**src/rtl/parking_gate_ctrl.sv**
```systemverilog
// Clocked parking gate controller: shared entry/exit gate, coded entry, door watchdog.
// Optional wrong-code lockout is built when PARKING_LOCKOUT_EN is defined.
module parking_gate_ctrl #(
    parameter int              CAPACITY     = 8,
    parameter int              CNT_W        = 4,
    parameter int              PASS_W       = 6,
    parameter logic [PASS_W-1:0] PASSWORD   = 6'd45,
    parameter int              MAX_TRIES    = 3,
    parameter int              LOCK_CYCLES  = 16,
    parameter int              DOOR_TIMEOUT = 32
) (
    input  logic              clk,
    input  logic              rst_n,
    input  logic              entranceSen,
    input  logic [PASS_W-1:0] entrancePass,
    input  logic              passValid,
    input  logic              exitSen,
    input  logic              doorMaxOpen,
    input  logic              doorMaxClose,
    output logic              doorOpen,
    output logic              doorClose,
    output logic              okPass,
    output logic              wrongPass,
    output logic              locked,
    output logic              doorFault,
    output logic [CNT_W-1:0]  carNumber,
    output logic              empty,
    output logic              full
);

    localparam int TMW = $clog2(DOOR_TIMEOUT + 1);
    localparam logic [TMW-1:0]   TMO_LAST = TMW'(DOOR_TIMEOUT - 1);
    localparam logic [CNT_W-1:0] CAP      = CNT_W'(CAPACITY);

    typedef enum logic [1:0] {
        IDLE,
        OPENING,
        CLOSING,
        FAULT
    } state_e;

    state_e           state_q, state_d;
    logic             dir_q, dir_d;
    logic [TMW-1:0]   tmo_q, tmo_d;
    logic [CNT_W-1:0] cnt_q, cnt_d;
    logic             ok_q, ok_d;
    logic             wrong_q, wrong_d;
    logic             open_q, close_q, fault_q;
    logic             empty_q, full_q;
    logic             lock_w;
    logic             exit_req, entry_req;

    assign exit_req  = exitSen && !empty_q;
    assign entry_req = entranceSen && passValid && !full_q && !lock_w;

    // dir: 1 = car coming in, 0 = car going out
    always_comb begin
        state_d = state_q;
        dir_d   = dir_q;
        tmo_d   = tmo_q;
        cnt_d   = cnt_q;
        ok_d    = 1'b0;
        wrong_d = 1'b0;
        unique case (state_q)
            IDLE: begin
                if (exit_req) begin
                    dir_d   = 1'b0;
                    tmo_d   = '0;
                    state_d = OPENING;
                end else if (entry_req) begin
                    if (entrancePass == PASSWORD) begin
                        ok_d    = 1'b1;
                        dir_d   = 1'b1;
                        tmo_d   = '0;
                        state_d = OPENING;
                    end else begin
                        wrong_d = 1'b1;
                    end
                end
            end
            OPENING: begin
                if (doorMaxOpen) begin
                    tmo_d   = '0;
                    state_d = CLOSING;
                end else if (tmo_q == TMO_LAST) begin
                    state_d = FAULT;
                end else begin
                    tmo_d = tmo_q + 1'b1;
                end
            end
            CLOSING: begin
                if (doorMaxClose) begin
                    state_d = IDLE;
                    if (dir_q && cnt_q < CAP)
                        cnt_d = cnt_q + 1'b1;
                    else if (!dir_q && cnt_q != '0)
                        cnt_d = cnt_q - 1'b1;
                end else if (tmo_q == TMO_LAST) begin
                    state_d = FAULT;
                end else begin
                    tmo_d = tmo_q + 1'b1;
                end
            end
            FAULT: state_d = FAULT;
            default: state_d = FAULT;
        endcase
    end

    always_ff @(posedge clk or negedge rst_n) begin
        if (!rst_n) begin
            state_q <= IDLE;
            dir_q   <= 1'b0;
            tmo_q   <= '0;
            cnt_q   <= '0;
            ok_q    <= 1'b0;
            wrong_q <= 1'b0;
            open_q  <= 1'b0;
            close_q <= 1'b0;
            fault_q <= 1'b0;
            empty_q <= 1'b1;
            full_q  <= 1'b0;
        end else begin
            state_q <= state_d;
            dir_q   <= dir_d;
            tmo_q   <= tmo_d;
            cnt_q   <= cnt_d;
            ok_q    <= ok_d;
            wrong_q <= wrong_d;
            open_q  <= (state_d == OPENING);
            close_q <= (state_d == CLOSING);
            fault_q <= (state_d == FAULT);
            empty_q <= (cnt_d == '0);
            full_q  <= (cnt_d == CAP);
        end
    end

`ifdef PARKING_LOCKOUT_EN
    localparam int TRW = $clog2(MAX_TRIES + 1);
    localparam int LKW = $clog2(LOCK_CYCLES + 1);

    logic [TRW-1:0] tries_q, tries_d;
    logic [LKW-1:0] lock_q, lock_d;
    logic           locked_q, locked_d;

    // locked rises with the final wrongPass pulse and lasts LOCK_CYCLES clocks
    always_comb begin
        tries_d  = tries_q;
        lock_d   = lock_q;
        locked_d = locked_q;
        if (locked_q) begin
            lock_d   = lock_q - 1'b1;
            locked_d = (lock_q > LKW'(1));
        end
        if (ok_d) begin
            tries_d = '0;
        end else if (wrong_d) begin
            if (tries_q == TRW'(MAX_TRIES - 1)) begin
                tries_d  = '0;
                lock_d   = LKW'(LOCK_CYCLES);
                locked_d = 1'b1;
            end else begin
                tries_d = tries_q + 1'b1;
            end
        end
    end

    always_ff @(posedge clk or negedge rst_n) begin
        if (!rst_n) begin
            tries_q  <= '0;
            lock_q   <= '0;
            locked_q <= 1'b0;
        end else begin
            tries_q  <= tries_d;
            lock_q   <= lock_d;
            locked_q <= locked_d;
        end
    end

    assign lock_w = locked_q;
`else
    assign lock_w = 1'b0;
`endif

    assign doorOpen  = open_q;
    assign doorClose = close_q;
    assign okPass    = ok_q;
    assign wrongPass = wrong_q;
    assign locked    = lock_w;
    assign doorFault = fault_q;
    assign carNumber = cnt_q;
    assign empty     = empty_q;
    assign full      = full_q;

endmodule

```
**config.mk**
```make
export PLATFORM = sky130hd
export DESIGN_NAME = parking_gate_ctrl
export DESIGN_NICKNAME = d
export VERILOG_FILES = /design/src/rtl/parking_gate_ctrl.sv
export SDC_FILE = /design/constraint.sdc
export NUM_CORES = 1
export LEC_CHECK = 0
export ABC_AREA = 1
export BUFFER_PORTS_ARGS = -buffer_cell sky130_fd_sc_hd__buf_4
export CORE_ASPECT_RATIO = 0.6
export CORE_UTILIZATION = 45
export DETAILED_ROUTE_END_ITERATION = 8
export PLACE_DENSITY = 0.73
export SYNTH_ARGS = -nofsm -noshare
export SYNTH_HDL_FRONTEND = slang
export SYNTH_SLANG_ARGS = --single-unit
```
**constraint.sdc**
```tcl
create_clock -name clk -period 1.5 [get_ports clk]
set_input_delay 0.15 -clock clk [delete_from_list [all_inputs] [get_ports clk]]
set_output_delay 0.15 -clock clk [all_outputs]
set_load 0.02 [all_outputs]
```
==> impl_metrics.prom, run 1 <==
# TYPE chip_impl_metric gauge
chip_impl_metric{name="clkSinkCount",unit=""} 20
chip_impl_metric{name="grt_pass1_vias",unit=""} 1228
chip_impl_metric{name="slew_viol_final",unit=""} 0
chip_impl_metric{name="layout.area.seq",unit="µm²"} 501.7
chip_impl_metric{name="die_w",unit="µm"} 72.25
chip_impl_metric{name="fin_nets",unit=""} 261
chip_impl_metric{name="gr-total-overflow",unit=""} 0
chip_impl_metric{name="clock_tree.htree_level_count",unit=""} 1
chip_impl_metric{name="die-area",unit="mm²"} 0.003190
chip_impl_metric{name="vias_per_cell",unit=""} 5.446
chip_impl_metric{name="drc",unit=""} 0
chip_impl_metric{name="finalClockSkew",unit="ns"} 0.01309
chip_impl_metric{name="critical_path.max_stage_delay",unit="ns"} 0.43
chip_impl_metric{name="path_clk_slew",unit="ns"} 0.08
chip_impl_metric{name="multi_input_comb_area",unit="µm²"} 867.1
chip_impl_metric{name="worstRegToRegCells",unit=""} 9
chip_impl_info{name="holdPathEnd",value="wrongPass"} 1
chip_impl_info{name="min-delay-start",value="entrancePass[4]"} 1
chip_impl_metric{name="final_report_hold_violation_count",unit=""} 0
chip_impl_metric{name="dp_hpwl",unit="µm"} 2450
chip_impl_metric{name="yosys_register_bits",unit=""} 20
chip_impl_info{name="timing.rr.start",value="tmo_q[1]"} 1
chip_impl_metric{name="portBuffers",unit=""} 23
chip_impl_metric{name="clkLatencyLatePin",unit="ns"} 0.27
chip_impl_metric{name="drt_first_pass_iters",unit=""} 4
chip_impl_metric{name="required",unit="ns"} 1.66
chip_impl_info{name="timing.critical_path.mode_cell",value="sky130_fd_sc_hd__nand2_1"} 1
chip_impl_metric{name="drv_cap",unit=""} 0
chip_impl_metric{name="globalRouteTotalUtil",unit=""} 0.2408
chip_impl_metric{name="dr_total_vias",unit=""} 1525
chip_impl_metric{name="synth-warning-count",unit=""} 0
chip_impl_metric{name="critical_path_arrival",unit="ns"} 1.75
chip_impl_metric{name="detail_route.wl_per_cell",unit="µm"} 15.82
chip_impl_metric{name="finish.instance_area",unit="mm²"} 0.001999
chip_impl_metric{name="fp.coreArea",unit="mm²"} 0.002645
chip_impl_info{name="crit_type",value="flip-flop to flip-flop"} 1
chip_impl_metric{name="synth.net_count",unit=""} 205
chip_impl_metric{name="finalWorstSetupSlack",unit="ns"} -0.09647
chip_impl_metric{name="clock_path_buffers",unit=""} 2
chip_impl_metric{name="setup.reg_to_reg.worst_slack",unit="ns"} -0.1
chip_impl_metric{name="synthCells",unit=""} 185
chip_impl_metric{name="synth.cell_area",unit="mm²"} 0.001333
chip_impl_metric{name="diodes",unit=""} 0
chip_impl_info{name="failed_checks",value="setup timing"} 1
chip_impl_info{name="status",value="finished with violations"} 1
chip_impl_info{name="worstReg2RegEnd",value="tmo_q[1]"} 1
chip_impl_metric{name="synth.yosys.seq_area_share",unit=""} 0.3765
chip_impl_metric{name="number_of_rows_in_the_core_area",unit=""} 14
chip_impl_metric{name="pin_count_of_the_biggest_net_entering_global_routing",unit=""} 21
chip_impl_metric{name="vdd_drop_max",unit="mV"} 1.433
chip_impl_metric{name="global_route_wire_length_before_repair",unit="µm"} 5685
chip_impl_metric{name="layout_worst_path_cycle_share",unit=""} 1.064
chip_impl_metric{name="min_delay_path_depth",unit=""} 3
chip_impl_metric{name="period_needed",unit="ns"} 1.596
chip_impl_metric{name="setup_viol_count_final",unit=""} 3
chip_impl_metric{name="p_leak",unit="nW"} 1.042
chip_impl_metric{name="power_density_cells",unit="mW/mm²"} 1923
chip_impl_metric{name="layout-drive-gt1-share",unit=""} 0.4458
chip_impl_info{name="ys_dominant_reg_cell",value="sky130_fd_sc_hd__dfrtp_1"} 1
chip_impl_metric{name="postSynthAreaPerCell",unit="µm²"} 7.203
chip_impl_metric{name="post-route-util",unit=""} 0.7559
chip_impl_metric{name="worstPathMaxFanout",unit=""} 4
chip_impl_info{name="setup.worst_path.end_class",value="flip-flop"} 1
chip_impl_metric{name="die_height",unit="µm"} 44.15
chip_impl_metric{name="max_clock_freq",unit="MHz"} 626.4
chip_impl_metric{name="detailedRoute.firstIterationViolations",unit=""} 211
chip_impl_metric{name="placed_area",unit="mm²"} 0.001660
chip_impl_metric{name="postSynth.asyncResetShare",unit=""} 1.000
chip_impl_metric{name="areaGrowthSynthToFinish",unit="%"} 50.05
chip_impl_info{name="cts-root-buf",value="sky130_fd_sc_hd__clkbuf_8"} 1
chip_impl_info{name="rsz0062_at_grt",value="true"} 1
chip_impl_info{name="critPathSlowestCell",value="sky130_fd_sc_hd__dfrtp_1"} 1
chip_impl_metric{name="cts_inserted_buffers",unit=""} 3
chip_impl_metric{name="drt_wl_total",unit="µm"} 4430
chip_impl_info{name="crit_path_cells",value="ha_2 -> nand2_2 -> nor2_4 -> buf_6 -> nand3b_1 -> nand3_1 -> nand2_1 -> nand3_2 -> nand2_1"} 1
chip_impl_metric{name="finalPower",unit="mW"} 3.845
chip_impl_metric{name="antenna_left",unit=""} 0
chip_impl_metric{name="synth.distinct_cells",unit=""} 26
chip_impl_info{name="tritoncts",value="yes"} 1
chip_impl_metric{name="synth-edff-count",unit=""} 0
chip_impl_metric{name="initial_antenna_violation_count",unit=""} 0
chip_impl_metric{name="initial_core_util",unit=""} 0.5038
chip_impl_metric{name="totalNegativeSetupSlack",unit="ns"} -0.1829
chip_impl_metric{name="fillers",unit=""} 188
chip_impl_info{name="hold_path_class",value="input port to flip-flop"} 1
chip_impl_metric{name="last_weighted_congestion_value_of_the_routability_driven_placer",unit=""} 0.8673
chip_impl_metric{name="pin_count",unit=""} 25
chip_impl_info{name="nature_of_the_critical_path_startpoint",value="flip-flop"} 1
worst max path at each step:
stage	slack [ns]	start	endpoint
2_1_floorplan	0.04	carNumber[0]	full
3_3_place_gp	0.005	state_q[0]	empty
3_5_place_dp	-0.03	state_q[1]	tmo_q[2]
4_1_cts	0.02	tmo_q[1]	doorClose
5_1_grt	-0.16	tmo_q[1]	tmo_q[0]
6_report	-0.1	tmo_q[1]	tmo_q[1]
metrics by stage:
| stage | hold slack [ns] | std cells | setup WS, ns |
|---|---|---|---|
| 6_report | 0.1804 | 280 | -0.09647 |
| 2_1_floorplan | -0.1456 | 185 | 0.04159 |
| 4_1_cts | 0.1695 | 270 | 0.01947 |
| 3_5_place_dp | 0.04235 | 262 | -0.02684 |
| 5_1_grt | 0.1839 | 280 | -0.1583 |
| 3_3_place_gp | 0.04035 | 262 | 0.005411 |
cells in the final DEF (no fill, tap or decap), types with 5 or more instances in the layout:
cell / n
sky130_fd_sc_hd__nand2_2: 14
sky130_fd_sc_hd__a21oi_1: 5
sky130_fd_sc_hd__dfrtp_1: 19
sky130_fd_sc_hd__nor2_4: 5
sky130_fd_sc_hd__inv_1: 23
sky130_fd_sc_hd__nor2_1: 11
sky130_fd_sc_hd__nor2_2: 6
sky130_fd_sc_hd__nand3_2: 5
sky130_fd_sc_hd__nand3_1: 13
sky130_fd_sc_hd__inv_2: 8
sky130_fd_sc_hd__nand2_1: 40
sky130_fd_sc_hd__o21ai_1: 6
sky130_fd_sc_hd__buf_4: 48
cell families (layout without fill, tap and decap cells):
family                   after synthesis  count (layout)  synth area share
buffers and inverters                 32              86           0.09296
AO/OA/AOI/OAI                         21              21           0.09108
other                                  1               1          0.002814
AND/OR/NAND/NOR                      103             104            0.3643
adder cells (fa/ha/maj)                7               7           0.06572
XOR/XNOR                               1               1          0.006574
flip-flops                            20              20            0.3765
area by class of cell:
class                           count  share of cell area
Clock inverter                      1             0.01502
Timing Repair Buffer               51              0.1965
Sequential cell                    20              0.2509
Clock buffer                        3             0.02065
Tap cell                           40             0.02503
Inverter                           31             0.05820
Multi-Input combinational cell    134              0.4337
repair_timing:
item,in CTS,in global routing
endpoints found under the hold margin,19,0
buffers inserted,3,9
cloned,0,1
resized for setup,6,39
pin swaps,1,24
endpoints found under the setup margin,11,12
hold buffers,1,0
synthesized netlist by cell type, types with 2 or more instances:
| cell type | instances | area share |
|---|---|---|
| sky130_fd_sc_hd__nor2_2 | 2 | 0.0094 |
| sky130_fd_sc_hd__ha_1 | 7 | 0.066 |
| sky130_fd_sc_hd__nand2_2 | 6 | 0.028 |
| sky130_fd_sc_hd__nand4_1 | 3 | 0.014 |
| sky130_fd_sc_hd__nand2_1 | 49 | 0.14 |
| sky130_fd_sc_hd__nor2_1 | 18 | 0.051 |
| sky130_fd_sc_hd__o21ai_0 | 3 | 0.011 |
| sky130_fd_sc_hd__nand3_1 | 16 | 0.060 |
| sky130_fd_sc_hd__a21oi_1 | 6 | 0.023 |
| sky130_fd_sc_hd__dfrtp_1 | 19 | 0.36 |
| sky130_fd_sc_hd__a21oi_2 | 2 | 0.013 |
| sky130_fd_sc_hd__inv_2 | 2 | 0.0056 |
| sky130_fd_sc_hd__o21ai_1 | 7 | 0.026 |
| sky130_fd_sc_hd__inv_1 | 29 | 0.082 |
| sky130_fd_sc_hd__nand3_2 | 2 | 0.015 |
| sky130_fd_sc_hd__nor2_4 | 2 | 0.017 |
| sky130_fd_sc_hd__nand2_4 | 2 | 0.017 |
| sky130_fd_sc_hd__nand3b_1 | 2 | 0.011 |
where the power goes:
part | total (mW) | internal, mW | switching (mW)
Sequential | 0.785 | 0.685 | 0.0993
Combinational | 2.52 | 1.03 | 1.49
Clock | 0.539 | 0.357 | 0.183
routing by layer:
layer | up-vias | GRT usage | part of all wire
met5 | - | 0 | 0
met4 | 0 | 0.06275 | 0.041
met3 | 23 | 0.05923 | 0.11
met2 | 106 | 0.3551 | 0.45
met1 | 704 | 0.3550 | 0.41
li1 | 692 | - | -
sequential cells by signal (all words and copies together), names as in the netlist:
register	cells
tmo_q	6
doorFault	1
state_q	2
doorOpen	1
full	1
okPass	1
empty	1
doorClose	1
wrongPass	1
carNumber	4
dir_q	1
critical path, delay by kind of cell, from the launching register on:
family / cells / cell delay (ns)
simple gates: 7 / 0.69
fa+ha+maj: 1 / 0.24
buf+inv: 1 / 0.12
flops: 1 / 0.43
Note: power is estimated with default switching activity, not from simulation.
==> run 2: changes to the inputs <==
==> constraint.sdc (replaced) <==
create_clock -name clk -period 1.9 [get_ports clk]
set_input_delay 0.19 -clock clk [delete_from_list [all_inputs] [get_ports clk]]
set_output_delay 0.19 -clock clk [all_outputs]
set_load 0.02 [all_outputs]
==> impl_metrics.prom, run 2 (synthesis gave the netlist of run 1 again) <==
# TYPE chip_impl_metric gauge
chip_impl_metric{name="critical_path_arrival",unit="ns"} 1.95
chip_impl_metric{name="gr-total-overflow",unit=""} 0
chip_impl_info{name="cts-root-buf",value="sky130_fd_sc_hd__clkbuf_8"} 1
chip_impl_info{name="tritoncts",value="yes"} 1
chip_impl_metric{name="cts_inserted_buffers",unit=""} 3
chip_impl_metric{name="met3WireLength",unit="µm"} 257
chip_impl_metric{name="initial_core_util",unit=""} 0.5038
chip_impl_metric{name="worstPathMaxFanout",unit=""} 4
chip_impl_metric{name="globalRouteTotalUtil",unit=""} 0.2128
chip_impl_metric{name="largest_reg_flops",unit=""} 6
chip_impl_info{name="timing.rr.start",value="state_q[0]"} 1
chip_impl_metric{name="layout.cells.non_filler",unit=""} 252
chip_impl_info{name="worstReg2RegEnd",value="tmo_q[1]"} 1
chip_impl_metric{name="clock_tree.htree_level_count",unit=""} 1
chip_impl_metric{name="detailedRoute.firstIterationViolations",unit=""} 73
chip_impl_metric{name="drc",unit=""} 0
chip_impl_metric{name="die_w",unit="µm"} 72.25
chip_impl_metric{name="power_density_cells",unit="mW/mm²"} 1316
chip_impl_metric{name="required",unit="ns"} 2.10
chip_impl_info{name="nature_of_the_critical_path_startpoint",value="flip-flop"} 1
chip_impl_metric{name="path_clk_slew",unit="ns"} 0.07
chip_impl_metric{name="drt_wl_total",unit="µm"} 3032
chip_impl_metric{name="diodes",unit=""} 0
chip_impl_info{name="commonest_non_fill_non_tap_cell_in_the_layout",value="sky130_fd_sc_hd__nand2_1"} 1
chip_impl_metric{name="fp.coreArea",unit="mm²"} 0.002645
chip_impl_metric{name="finish.instance_area",unit="mm²"} 0.001603
chip_impl_metric{name="setup_viol_count_final",unit=""} 0
chip_impl_info{name="crit_type",value="flip-flop to flip-flop"} 1
chip_impl_info{name="min-delay-start",value="entrancePass[4]"} 1
chip_impl_metric{name="die-area",unit="mm²"} 0.003190
chip_impl_metric{name="layout_worst_path_cycle_share",unit=""} 0.9213
chip_impl_metric{name="grt_pass1_vias",unit=""} 1127
chip_impl_metric{name="drt_first_pass_iters",unit=""} 5
chip_impl_metric{name="initial_antenna_violation_count",unit=""} 0
chip_impl_metric{name="fin_nets",unit=""} 233
chip_impl_metric{name="pin_count",unit=""} 25
chip_impl_metric{name="final_report_hold_violation_count",unit=""} 0
chip_impl_metric{name="period_needed",unit="ns"} 1.750
chip_impl_metric{name="post-route-util",unit=""} 0.6060
chip_impl_metric{name="met2_length",unit="µm"} 1236
chip_impl_metric{name="clkLatencyLatePin",unit="ns"} 0.26
chip_impl_info{name="hold_path_class",value="input port to flip-flop"} 1
chip_impl_metric{name="drt-met1-wl",unit="µm"} 1491
chip_impl_metric{name="portBuffers",unit=""} 23
chip_impl_metric{name="min_delay_path_depth",unit=""} 3
chip_impl_metric{name="clkSinkCount",unit=""} 20
chip_impl_metric{name="areaGrowthSynthToFinish",unit="%"} 20.28
chip_impl_metric{name="finalPower",unit="mW"} 2.110
chip_impl_metric{name="antenna_left",unit=""} 0
chip_impl_info{name="maxUsedRoutingLayer",value="met4"} 1
chip_impl_metric{name="placed_cells",unit=""} 247
chip_impl_info{name="final_cell_mix",value="sky130_fd_sc_hd__nand2_1 (49), sky130_fd_sc_hd__inv_1 (29), sky130_fd_sc_hd__buf_4 (23), sky130_fd_sc_hd__dfrtp_1 (19), sky130_fd_sc_hd__nor2_1 (18)"} 1
chip_impl_metric{name="slew_viol_final",unit=""} 0
chip_impl_info{name="rsz0062_at_grt",value="false"} 1
chip_impl_metric{name="layout-drive-gt1-share",unit=""} 0.2170
chip_impl_metric{name="clock_path_buffers",unit=""} 2
chip_impl_info{name="top_register_by_number_of_flip_flops",value="tmo_q"} 1
chip_impl_metric{name="finalClockSkew",unit="ns"} 0.006070
chip_impl_metric{name="number_of_rows_in_the_core_area",unit=""} 14
chip_impl_metric{name="pin_count_of_the_biggest_net_entering_global_routing",unit=""} 21
chip_impl_info{name="critical_path_destination",value="tmo_q[1]"} 1
chip_impl_metric{name="p_leak",unit="nW"} 0.8873
chip_impl_metric{name="die_height",unit="µm"} 44.15
chip_impl_metric{name="global_route_wire_length_before_repair",unit="µm"} 5016
chip_impl_metric{name="vias_per_cell",unit=""} 5.000
chip_impl_info{name="setup.worst_path.end_class",value="flip-flop"} 1
chip_impl_metric{name="totalNegativeSetupSlack",unit="ns"} 0
chip_impl_metric{name="worstRegToRegCells",unit=""} 10
chip_impl_metric{name="placed_area",unit="mm²"} 0.001548
chip_impl_info{name="cp_startpoint",value="state_q[0]"} 1
chip_impl_metric{name="dp_hpwl",unit="µm"} 2427
chip_impl_metric{name="detail_route.wl_per_cell",unit="µm"} 12.03
chip_impl_metric{name="setup.reg_to_reg.worst_slack",unit="ns"} 0.15
chip_impl_metric{name="drv_cap",unit=""} 0
chip_impl_metric{name="max_clock_freq",unit="MHz"} 571.3
chip_impl_metric{name="vdd_drop_max",unit="mV"} 0.7741
chip_impl_info{name="status",value="completed"} 1
chip_impl_metric{name="dr_total_vias",unit=""} 1260
chip_impl_metric{name="last_weighted_congestion_value_of_the_routability_driven_placer",unit=""} 0.9914
[run 2: report_power, final]
part	leakage, nW	switching [mW]	internal, mW
clock	0.0228	0.139	0.150
combinational	0.603	0.776	0.401
sequential	0.261	0.104	0.541
total	0.887	1.02	1.09
[run 2: worst min-delay path by stage]
stage | to | slack [ns]
after floorplan | carNumber[0] | -0.11
after global placement | full | 0.08
after detailed placement | full | 0.09
after CTS | wrongPass | 0.22
after global routing | wrongPass | 0.26
final | wrongPass | 0.22
[run 2: critical path, cell delays in order (launching register included)]
cell,delay (ns)
sky130_fd_sc_hd__dfrtp_1,0.39
sky130_fd_sc_hd__inv_1,0.10
sky130_fd_sc_hd__ha_1,0.37
sky130_fd_sc_hd__inv_1,0.11
sky130_fd_sc_hd__o21ai_0,0.08
sky130_fd_sc_hd__inv_1,0.05
sky130_fd_sc_hd__nand2_1,0.10
sky130_fd_sc_hd__inv_1,0.05
sky130_fd_sc_hd__nor2_1,0.22
sky130_fd_sc_hd__nand3_1,0.14
sky130_fd_sc_hd__nand2_1,0.07
[run 2: metal layers]
layer	global-route usage	up-vias
li1	-	635
met1	0.2865	553
met3	0.05923	9
met4	0.05882	0
met2	0.3421	63
met5	0	-
[run 2: cell type report]
type / instances / area, µm²
Sequential cell: 20 / 501.7
Timing Repair Buffer: 24 / 182.7
Tap cell: 40 / 50.05
Multi-Input combinational cell: 133 / 706.9
Inverter: 31 / 116.4
Fill cell: 231 / 1042
Clock buffer: 4 / 45.04
[run 2: metrics by stage]
stage	worst slack [ns]	hold slack, ns
global placement	0.2598	0.08471
finish	0.1495	0.2229
CTS	0.2074	0.2227
global route	0.03093	0.2628
detailed placement	0.2405	0.08847
floorplan	0.4416	-0.1056
[run 2: timing repair]
item | in CTS | in global routing
buffers inserted | 0 | 0
gates resized for setup | 0 | 0
hold buffers | 1 | 0
endpoints found under the hold margin | 19 | 0
==> run 3: changes to the inputs <==
==> constraint.sdc (replaced) <==
create_clock -name clk -period 1.74 [get_ports clk]
set_input_delay 0.174 -clock clk [delete_from_list [all_inputs] [get_ports clk]]
set_output_delay 0.174 -clock clk [all_outputs]
set_load 0.02 [all_outputs]
==> impl_metrics.prom, run 3 (synthesis gave the netlist of run 1 again) <==
# TYPE chip_impl_metric gauge
chip_impl_metric{name="die-area",unit="mm²"} 0.003190
chip_impl_metric{name="critical_path.max_stage_delay",unit="ns"} 0.39
chip_impl_info{name="status",value="completed"} 1
chip_impl_metric{name="detail_route.wl_per_cell",unit="µm"} 12.23
chip_impl_metric{name="layout_worst_path_cycle_share",unit=""} 0.9630
chip_impl_metric{name="setup.reg_to_reg.worst_slack",unit="ns"} 0.06
chip_impl_metric{name="last_weighted_congestion_value_of_the_routability_driven_placer",unit=""} 0.9914
chip_impl_metric{name="detailedRoute.firstIterationViolations",unit=""} 92
chip_impl_metric{name="initial_antenna_violation_count",unit=""} 0
chip_impl_metric{name="placed_area",unit="mm²"} 0.001548
chip_impl_metric{name="antenna_left",unit=""} 0
chip_impl_metric{name="vias_per_cell",unit=""} 4.961
chip_impl_metric{name="critPathBufInv",unit=""} 4
chip_impl_metric{name="worstRegToRegCells",unit=""} 10
chip_impl_metric{name="die_w",unit="µm"} 72.25
chip_impl_metric{name="worstPathMaxFanout",unit=""} 4
chip_impl_metric{name="cts_inserted_buffers",unit=""} 3
chip_impl_metric{name="globalRouteTotalUtil",unit=""} 0.2128
chip_impl_metric{name="drt_wl_total",unit="µm"} 3106
chip_impl_metric{name="finish.instance_area",unit="mm²"} 0.001643
chip_impl_info{name="critPathSlowestCell",value="sky130_fd_sc_hd__dfrtp_1"} 1
chip_impl_metric{name="grt_pass1_vias",unit=""} 1127
chip_impl_metric{name="dr_total_vias",unit=""} 1260
chip_impl_metric{name="drv_cap",unit=""} 0
chip_impl_metric{name="drt_first_pass_iters",unit=""} 5
chip_impl_metric{name="dp_hpwl",unit="µm"} 2427
chip_impl_info{name="crit_type",value="flip-flop to flip-flop"} 1
chip_impl_metric{name="finalPower",unit="mW"} 2.422
chip_impl_metric{name="portBuffers",unit=""} 23
chip_impl_metric{name="global_route_wire_length_before_repair",unit="µm"} 5016
chip_impl_info{name="rsz0062_at_grt",value="true"} 1
chip_impl_metric{name="required",unit="ns"} 1.94
chip_impl_metric{name="slew_viol_final",unit=""} 0
chip_impl_metric{name="gr-total-overflow",unit=""} 0
chip_impl_info{name="commonest_non_fill_non_tap_cell_in_the_layout",value="sky130_fd_sc_hd__nand2_1"} 1
chip_impl_metric{name="areaGrowthSynthToFinish",unit="%"} 23.29
chip_impl_metric{name="clock_path_buffers",unit=""} 2
chip_impl_metric{name="pin_count",unit=""} 25
chip_impl_info{name="worstReg2RegEnd",value="tmo_q[1]"} 1
chip_impl_metric{name="setup_viol_count_final",unit=""} 0
chip_impl_info{name="tritoncts",value="yes"} 1
chip_impl_info{name="timing.rr.start",value="state_q[1]"} 1
chip_impl_info{name="critical_path_destination",value="tmo_q[1]"} 1
chip_impl_info{name="timing.critical_path.mode_cell",value="sky130_fd_sc_hd__inv_1"} 1
chip_impl_info{name="hold_path_class",value="input port to flip-flop"} 1
chip_impl_info{name="nature_of_the_critical_path_startpoint",value="flip-flop"} 1
chip_impl_metric{name="diodes",unit=""} 0
chip_impl_metric{name="clock_tree.htree_level_count",unit=""} 1
chip_impl_metric{name="drc",unit=""} 0
chip_impl_metric{name="finalClockSkew",unit="ns"} 0.006219
chip_impl_info{name="crit_path_cells",value="inv_1 -> ha_2 -> inv_1 -> o21ai_0 -> inv_1 -> nand2_1 -> inv_1 -> nor2_4 -> nand3_1 -> nand2_1"} 1
chip_impl_metric{name="max_clock_freq",unit="MHz"} 596.8
chip_impl_metric{name="vdd_drop_max",unit="mV"} 0.8561
chip_impl_metric{name="critical_path_arrival",unit="ns"} 1.88
chip_impl_info{name="top_register_by_number_of_flip_flops",value="tmo_q"} 1
chip_impl_metric{name="initial_core_util",unit=""} 0.5038
chip_impl_metric{name="cp_num_cells",unit=""} 10
chip_impl_metric{name="number_of_rows_in_the_core_area",unit=""} 14
chip_impl_metric{name="pin_count_of_the_biggest_net_entering_global_routing",unit=""} 21
chip_impl_metric{name="period_needed",unit="ns"} 1.676
chip_impl_info{name="cp_startpoint",value="state_q[1]"} 1
chip_impl_metric{name="path_clk_slew",unit="ns"} 0.07
chip_impl_metric{name="p_leak",unit="nW"} 0.8949
chip_impl_metric{name="die_height",unit="µm"} 44.15
chip_impl_info{name="final_cell_mix",value="sky130_fd_sc_hd__nand2_1 (49), sky130_fd_sc_hd__inv_1 (29), sky130_fd_sc_hd__buf_4 (25), sky130_fd_sc_hd__dfrtp_1 (19)"} 1
chip_impl_metric{name="fp.coreArea",unit="mm²"} 0.002645
chip_impl_info{name="path_delay_family",value="simple AND/OR/NAND/NOR gates"} 1
chip_impl_metric{name="fin_nets",unit=""} 235
chip_impl_metric{name="largest_reg_flops",unit=""} 6
chip_impl_metric{name="clkLatencyLatePin",unit="ns"} 0.27
chip_impl_metric{name="layout-drive-gt1-share",unit=""} 0.2477
chip_impl_info{name="cts-root-buf",value="sky130_fd_sc_hd__clkbuf_8"} 1
chip_impl_metric{name="final_report_hold_violation_count",unit=""} 0
chip_impl_metric{name="power_density_cells",unit="mW/mm²"} 1474
chip_impl_info{name="setup.worst_path.end_class",value="flip-flop"} 1
chip_impl_metric{name="clkSinkCount",unit=""} 20
[run 3: power breakdown]
part | internal [mW] | switching, mW | total [mW]
sequential | 0.591 | 0.106 | 0.697
clock | 0.163 | 0.155 | 0.318
combinational | 0.506 | 0.902 | 1.41
[run 3: how the worst min path moves through the flow]
stage                         start  slack [ns]           end  depth (start not counted)
floorplan                     rst_n       -0.12  carNumber[0]                          0
global route        entrancePass[4]        0.25     wrongPass                          3
CTS                 entrancePass[4]        0.21     wrongPass                          3
global placement              rst_n        0.07          full                          1
finish              entrancePass[4]        0.20     wrongPass                          3
detailed placement            rst_n        0.07          full                          1
[run 3: routing by layer]
metal | routed length (µm) | part of all wire | GRT usage
met3 | 215 | 0.069 | 0.05923
met1 | 1581 | 0.51 | 0.2865
met4 | 41 | 0.013 | 0.05882
met2 | 1268 | 0.41 | 0.3421
met5 | 0 | 0 | 0
[run 3: area by class of cell]
| cell class | instances | area [µm²] |
|---|---|---|
| fill | 232 | 1002 |
| multi-input combinational | 133 | 732.0 |
| sequential | 20 | 501.7 |
| timing repair buffer | 26 | 197.7 |
| inverter | 31 | 116.4 |
| tap | 40 | 50.05 |
| clock buffer | 4 | 45.04 |
[run 3: through the flow]
stage | hold WS, ns | utilization | worst slack (ns) | TNS (ns) | instances
global route | 0.2468 | 0.6211 | -0.05992 | -0.2139 | 254
global placement | 0.06871 | 0.5851 | 0.09982 | 0 | 247
finish | 0.2010 | 0.6211 | 0.06447 | 0 | 254
detailed placement | 0.07247 | 0.5851 | 0.08054 | 0 | 247
floorplan | -0.1216 | - | 0.2816 | 0 | 185
CTS | 0.2067 | 0.6060 | 0.04739 | 0 | 252
[run 3: worst register-to-register path, stage by stage (launching register included)]
cell and delay [ns]:
sky130_fd_sc_hd__dfrtp_1 0.39, sky130_fd_sc_hd__inv_1 0.11, sky130_fd_sc_hd__ha_2 0.37, sky130_fd_sc_hd__inv_1 0.09, sky130_fd_sc_hd__o21ai_0 0.08, sky130_fd_sc_hd__inv_1 0.05
sky130_fd_sc_hd__nand2_1 0.12, sky130_fd_sc_hd__inv_1 0.09, sky130_fd_sc_hd__nor2_4 0.14, sky130_fd_sc_hd__nand3_1 0.10, sky130_fd_sc_hd__nand2_1 0.06
[run 3: timing repair]
item / CTS / global route
gates resized for setup: 0 / 7
endpoints found under the hold margin: 19 / 0
setup endpoints to repair: 0 / 11
setup buffers: 0 / 2
hold buffers: 1 / 0
